$ cat src/rtl/srff_driver_if.sv
// Request, excitation and feedback signals between a requester, srff_driver and the SR flip-flop it drives.
interface srff_driver_if;
  logic in_valid;
  logic in_bit;
  logic in_ready;
  logic s;
  logic r;
  logic q_fb;
  logic done;
  logic err;

  modport master (
    output in_valid, in_bit, q_fb,
    input  in_ready, s, r, done, err
  );

  modport slave (
    input  in_valid, in_bit, q_fb,
    output in_ready, s, r, done, err
  );
endinterface

$ cat src/rtl/srff_driver.sv
// Drives an SR flip-flop to a requested value: done 3 cycles after acceptance (1 on a hold); in_ready only in IDLE.
// Optional SRFF_DRV_RETRY_EN: the first timeout re-drives once before flagging err.
module srff_driver #(
  parameter int unsigned TIMEOUT = 4
) (
  input  logic         clk,
  input  logic         rst_n,
  srff_driver_if.slave bus
);

  typedef enum logic [1:0] {IDLE, DRIVE, WAIT} state_t;

  localparam logic [7:0] LAST = 8'(TIMEOUT - 1);

  state_t     state, state_nxt;
  logic       target, target_nxt;
  logic       s_q, s_nxt;
  logic       r_q, r_nxt;
  logic       done_q, done_nxt;
  logic       err_q, err_nxt;
  logic [7:0] cnt, cnt_nxt;
`ifdef SRFF_DRV_RETRY_EN
  logic       retried, retried_nxt;
`endif

  always_ff @(posedge clk or negedge rst_n) begin
    if (!rst_n) begin
      state   <= IDLE;
      target  <= 1'b0;
      s_q     <= 1'b0;
      r_q     <= 1'b0;
      done_q  <= 1'b0;
      err_q   <= 1'b0;
      cnt     <= '0;
`ifdef SRFF_DRV_RETRY_EN
      retried <= 1'b0;
`endif
    end else begin
      state   <= state_nxt;
      target  <= target_nxt;
      s_q     <= s_nxt;
      r_q     <= r_nxt;
      done_q  <= done_nxt;
      err_q   <= err_nxt;
      cnt     <= cnt_nxt;
`ifdef SRFF_DRV_RETRY_EN
      retried <= retried_nxt;
`endif
    end
  end

  // s/r are only ever loaded from a bit and its complement, so both-high cannot occur.
  always_comb begin
    state_nxt   = state;
    target_nxt  = target;
    s_nxt       = 1'b0;
    r_nxt       = 1'b0;
    done_nxt    = 1'b0;
    err_nxt     = 1'b0;
    cnt_nxt     = cnt;
`ifdef SRFF_DRV_RETRY_EN
    retried_nxt = retried;
`endif
    case (state)
      IDLE: begin
        if (bus.in_valid) begin
          target_nxt  = bus.in_bit;
          cnt_nxt     = '0;
`ifdef SRFF_DRV_RETRY_EN
          retried_nxt = 1'b0;
`endif
          if (bus.in_bit == bus.q_fb) begin
            done_nxt = 1'b1;
          end else begin
            state_nxt = DRIVE;
            s_nxt     = bus.in_bit;
            r_nxt     = ~bus.in_bit;
          end
        end
      end
      DRIVE: begin
        state_nxt = WAIT;
        cnt_nxt   = '0;
      end
      WAIT: begin
        // A match wins over a timeout on the same edge.
        if (bus.q_fb == target) begin
          state_nxt = IDLE;
          done_nxt  = 1'b1;
        end else if (cnt == LAST) begin
`ifdef SRFF_DRV_RETRY_EN
          if (!retried) begin
            state_nxt   = DRIVE;
            s_nxt       = target;
            r_nxt       = ~target;
            cnt_nxt     = '0;
            retried_nxt = 1'b1;
          end else begin
            state_nxt = IDLE;
            err_nxt   = 1'b1;
          end
`else
          state_nxt = IDLE;
          err_nxt   = 1'b1;
`endif
        end else begin
          cnt_nxt = cnt + 8'd1;
        end
      end
      default: state_nxt = IDLE;
    endcase
  end

  assign bus.in_ready = (state == IDLE);
  assign bus.s        = s_q;
  assign bus.r        = r_q;
  assign bus.done     = done_q;
  assign bus.err      = err_q;

endmodule
$ cat src/flat_wrapper.sv
// flat-port wrapper written by rule: the top's interface ports become plain ports
module srff_driver_flat 
#(
  parameter int unsigned TIMEOUT = 4
)
  (clk, rst_n, bus_in_valid, bus_in_bit, bus_q_fb, bus_in_ready, bus_s, bus_r, bus_done, bus_err);
  srff_driver_if bus_i ();
  input  logic clk;
  input  logic rst_n;
  input wire logic [$bits(bus_i.in_valid)-1:0] bus_in_valid;
  input wire logic [$bits(bus_i.in_bit)-1:0] bus_in_bit;
  input wire logic [$bits(bus_i.q_fb)-1:0] bus_q_fb;
  output wire logic [$bits(bus_i.in_ready)-1:0] bus_in_ready;
  output wire logic [$bits(bus_i.s)-1:0] bus_s;
  output wire logic [$bits(bus_i.r)-1:0] bus_r;
  output wire logic [$bits(bus_i.done)-1:0] bus_done;
  output wire logic [$bits(bus_i.err)-1:0] bus_err;
  assign bus_i.in_valid = bus_in_valid;
  assign bus_i.in_bit = bus_in_bit;
  assign bus_i.q_fb = bus_q_fb;
  assign bus_in_ready = bus_i.in_ready;
  assign bus_s = bus_i.s;
  assign bus_r = bus_i.r;
  assign bus_done = bus_i.done;
  assign bus_err = bus_i.err;
  srff_driver #(.TIMEOUT(TIMEOUT)) u_core (.clk(clk), .rst_n(rst_n), .bus(bus_i));
endmodule
$ cat config.mk
export PLATFORM = sky130hd
export DESIGN_NAME = srff_driver_flat
export DESIGN_NICKNAME = d
export VERILOG_FILES = /design/src/rtl/srff_driver_if.sv /design/src/rtl/srff_driver.sv /design/src/flat_wrapper.sv
export SDC_FILE = /design/constraint.sdc
export NUM_CORES = 1
export LEC_CHECK = 0
export CAP_MARGIN = 0
export CORE_AREA = 2 2 39 41
export DETAILED_ROUTE_END_ITERATION = 12
export DIE_AREA = 0 0 41 43
export DONT_BUFFER_PORTS = 1
export GPL_TIMING_DRIVEN = 0
export HOLD_SLACK_MARGIN = 0.12
export PLACE_DENSITY = 0.77
export SKIP_CTS_REPAIR_TIMING = 1
export SYNTH_ARGS = -nofsm -noshare
export SYNTH_HDL_FRONTEND = slang
export SYNTH_SLANG_ARGS = --single-unit
$ cat constraint.sdc
create_clock -name clk -period 2.65 [get_ports clk]
set_clock_uncertainty 0.1 [all_clocks]
set_input_delay 0.6625 -clock clk [delete_from_list [all_inputs] [get_ports clk]]
set_output_delay 0.6625 -clock clk [all_outputs]
set_load 0.01 [all_outputs]
### Word-level counts from Yosys, hierarchy flattened

Index checks and enable logic that the tools add are counted.

* flip-flop bits (word level): 15
* latch bits: 0
* memory bits (writable): 0
* memory bits (read-only): 0
* bits of input ports: 5
* output and inout port bits: 5
* word-level logic and storage cells: 46
* memories kept: 0

* add/subtract/negate cells: 1
* multipliers: 0
* divide/modulo/power cells: 0
* $lt $le $gt $ge: 0
* equality and inequality tests: 10
* shift-type cells: 0
* muxes and demuxes: 22
* bitwise logic cells: 1
* reductions and logical operators: 5

Operator list (count)
* two-way mux 8 bit: 3
* case mux 8 bit (3 select lines): 1
* two-way mux 1 bit: 12
* adder 8 x 1 -> 8 bit, second input constant: 1
* == test 8 x 2 -> 1 bit, second input constant: 1
* two-way mux 2 bit: 4
* != test 2 bit, second input constant: 4
* case mux 2 bit (3 select lines): 1
* AND reduction 4 bit: 1
* != test 3 x 1 -> 1 bit, second input constant: 1
* AND reduction 3 bit: 1
* nonzero test 3 bit: 1
* == test 1 bit: 2
* == test 2 x 1 -> 1 bit, second input constant: 1
* == test 2 bit, second input constant: 1
* logical NOT 2 bit: 1
* case mux 1 bit (2 select lines): 1
* AND reduction 2 bit: 1
* NOT 1 bit: 1

### Longest topological paths before layout

* depth in word-level cells: 4
* gate-level depth with buffers: 6

### Worst setup path before layout

OpenSTA, ideal clock, no wires.

* kind: input-to-reg
* from: input bus_q_fb
* to: register u_core.cnt[4]
* arrival time: 1.720 ns
* setup slack: 0.760 ns
* stages: 4
* buffers on the path: 0
* path through: xnor2_1 > a211o_1 > or4_1 > nand3_1

* word-level cells in the longest chain between the ends: 3

RTL lines
* from (decl): RTL line flat_wrapper.sv:12 `input wire logic [$bits(bus_i.q_fb)-1:0] bus_q_fb;`
* == test 1 bit: RTL line srff_driver.sv:87 `if (bus.q_fb == target) begin`
* != test 2 bit (no source line)
* AND reduction 4 bit (no source line)
* to (signal assigned): RTL line srff_driver.sv:45 `cnt <= cnt_nxt;`
* to (decl): RTL line srff_driver.sv:21 `logic [7:0] cnt, cnt_nxt;`

Every way passes these cells.
A chain may end at the register's enable or synchronous reset.

### Final worst setup path

* from: register u_core.state[1]
* to: output bus_in_ready

* word-level cells in the longest chain between the ends: 1

RTL lines
* from (decl): RTL line srff_driver.sv:15 `state_t state, state_nxt;`
* from (signal assigned): RTL line srff_driver.sv:39 `state <= state_nxt;`
* logical NOT 2 bit: RTL line srff_driver.sv:114 `assign bus.in_ready = (state == IDLE);`
* to (decl): RTL line flat_wrapper.sv:13 `output wire logic [$bits(bus_i.in_ready)-1:0] bus_in_ready;`

Every way passes these cells.

==> results.toml <==
[place]
gp_congestion = 0.7576
preCtsSetupSlack_ns = 0.6554
dpl_cell_area_um2 = 754.5
dp_cells = 92
port_buffers = 0
hpwl_mm = 1.007

[worst_hold_path]
holdPathStages = 2
min-delay-start = "u_core.target"
whs_endpoint = "u_core.target"
hp-class = "register to register"

[clocking]
htreeDepth = 1
clk_path_buf_depth = 2
root_buffer = "clkbuf_4"
cts_num_sinks = 15
clock_latency_ns = 0.28
path_clk_slew_ns = 0.08
cts_tree = "yes"
numCtsBuffers = 3

[grt]
antenna_found_initial = 0
grt_max_degree = 16
overflow = 0
grt_pass1_wl_mm = 2.352
grt_pass1_vias = 581
grt_usage = 0.1982

[worst_setup_path]
r2r_start = "u_core.cnt[0]"
crit_chain = "clkbuf_1, nor2_1"
critPathKind = "register to primary output"
rrSetupSlack_ns = 0.71
timing.rr.end = "u_core.cnt[4]"
worstPathMaxFanout = 10
cp-end-kind = "primary output"
startpoint_type = "register"
slowest_delay_ns = 0.38
worst_path_max_delay_cell = "dfrtp_1"
required_ns = 1.89
rr_worst_depth = 5
cp.arrival_ns = 1.22

[power]
finalPower_mw = 0.5808
p_per_area_nw_per_um2 = 734.5
leakage_nw = 0.3630
ir_worst_vdd_mv = 0.3603

[yosys]
yosys.area_share.simple = 0.2010
yosys.area.top_type_share = 0.5111
synthMuxAreaShare = 0.02726
synth_compound_area_frac = 0.1772
synth_warnings = 0
synth-seq-cells = 15
synthFlopType = "dfrtp_1"
netlist_instances = 76
ys_types = 27
synth_xor_area_frac = 0.01193
avgSynthCellArea_um2 = 9.664
synth_top_area_cell = "dfrtp_1"
synth_common_cells = "15 x dfrtp_1, 9 x nand2_1, 8 x nor2_1"
synth_edf_count = 0
syn_area_um2 = 734.5
synthArstFlopShare = 1.000
yosysSeqAreaShare = 0.5111
synthTopCellsByArea = "dfrtp_1 51%, ha_1 5.1%, nand2_1 4.6%"
synth_top_family_by_area = "simple AND/OR/NAND/NOR gates"
syn_nets = 84
synth-adder-area-share = 0.05111
yosysMostFrequentCell = "dfrtp_1"

[final_layout]
final_util = 0.5714
stdcell_area_um2 = 790.8
fill_cells = 131
syn2layout_area_growth_pct = 7.666
fin_nets = 90
fin_cells = 97
n_antenna_cell = 0
layout-drive-gt1-share = 0.04938

[outcome]
status = "finished clean"

[floorplan]
die_w_um = 41
core_area_um2 = 1384
fp-row-count = 14
die_area_um2 = 1763
initial_core_util = 0.5307
io_pins = 10
die_h_um = 43

[timing]
setup_violations = 0
finalMaxSlewViolations = 0
grt_setup_unrepaired = "no"
period_needed_ns = 1.981
hold_violations = 0
tns_ns = 0
max_freq_mhz = 504.8
period_share = 0.7475
timing.hold.ws_ns = 0.4128
timing.final.ws_setup_ns = 0.6692
maxSlewHeadroom = 0.5484
worst_pin_slew_ns = 0.6751

[detailed_routing]
drc = 0
wl_mm = 1.375
dr.pass1.iters = 4
viasPerCell = 6.124
drtIter0Drc = 11
vias = 594
ant_nets = 0
wl_per_cell_um = 14.18

[job]
cap_violations = 0
-- power by group --
| group | leakage [nW] | internal [mW] | switching [mW] |
|---|---|---|---|
| clock network | 0.0150 | 0.0585 | 0.0721 |
| logic | 0.144 | 0.0484 | 0.111 |
| registers | 0.204 | 0.262 | 0.0287 |
-- worst max-delay path, delay by kind of cell, from the launching register on --
| kind | cells | cell delay (ns) |
|---|---|---|
| flops | 1 | 0.38 |
| simple gates | 1 | 0.35 |
| buf+inv | 1 | 0.20 |
-- final cells by class --
| class | instances | area, um2 | area share |
|---|---|---|---|
| multi-input combinational | 57 | 344.1 | 0.4351 |
| tap | 16 | 20.02 | 0.02532 |
| timing repair buffer | 1 | 10.01 | 0.01266 |
| clock buffer | 4 | 26.28 | 0.03323 |
| buffer | 1 | 3.754 | 0.004747 |
| sequential | 15 | 375.4 | 0.4747 |
| inverter | 3 | 11.26 | 0.01424 |
-- sequential cells by signal, summed over array words and instances (netlist names) --
name and count:
u_core.cnt 8, u_core.state 2, u_core.bus.done 1, u_core.bus.err 1, u_core.bus.r 1, u_core.bus.s 1
u_core.target 1
-- cells in the final DEF (no fill, tap or decap), types with 2 or more instances in the layout --
| cell type | n |
|---|---|
| dfrtp_1 | 15 |
| o21ai_0 | 6 |
| and3_1 | 2 |
| a31oi_1 | 4 |
| clkbuf_1 | 2 |
| inv_1 | 3 |
| ha_1 | 3 |
| nor2_1 | 8 |
| mux2i_1 | 2 |
| clkbuf_4 | 3 |
| nand2_1 | 9 |
| nand3_1 | 4 |
| a21oi_1 | 4 |
-- worst max-delay path by stage --
stage / endpoint / from / slack (ns)
2_1_floorplan: u_core.cnt[4] / bus_q_fb / 0.76
3_3_place_gp: u_core.cnt[4] / bus_q_fb / 0.66
3_5_place_dp: u_core.cnt[4] / bus_q_fb / 0.66
4_1_cts: bus_in_ready / u_core.state[1] / 0.66
5_1_grt: bus_in_ready / u_core.state[1] / 0.54
6_report: bus_in_ready / u_core.state[1] / 0.67
-- per-layer routing --
metal | GRT usage | vias up | routed length (um)
li1 | - | 288 | -
met1 | 0.2561 | 286 | 625
met2 | 0.2938 | 18 | 659
met3 | 0.03665 | 2 | 65
met4 | 0.1200 | 0 | 25
met5 | 0 | - | 0
-- cells by family (layout without fill, tap and decap cells) --
family,count (synthesis),in the layout
simple gates,30,30
compound gates,21,21
flops,15,15
buf+inv,4,9
fa+ha+maj,3,3
mux,2,2
xor+xnor,1,1
Note: power is estimated with default switching activity, not from simulation.
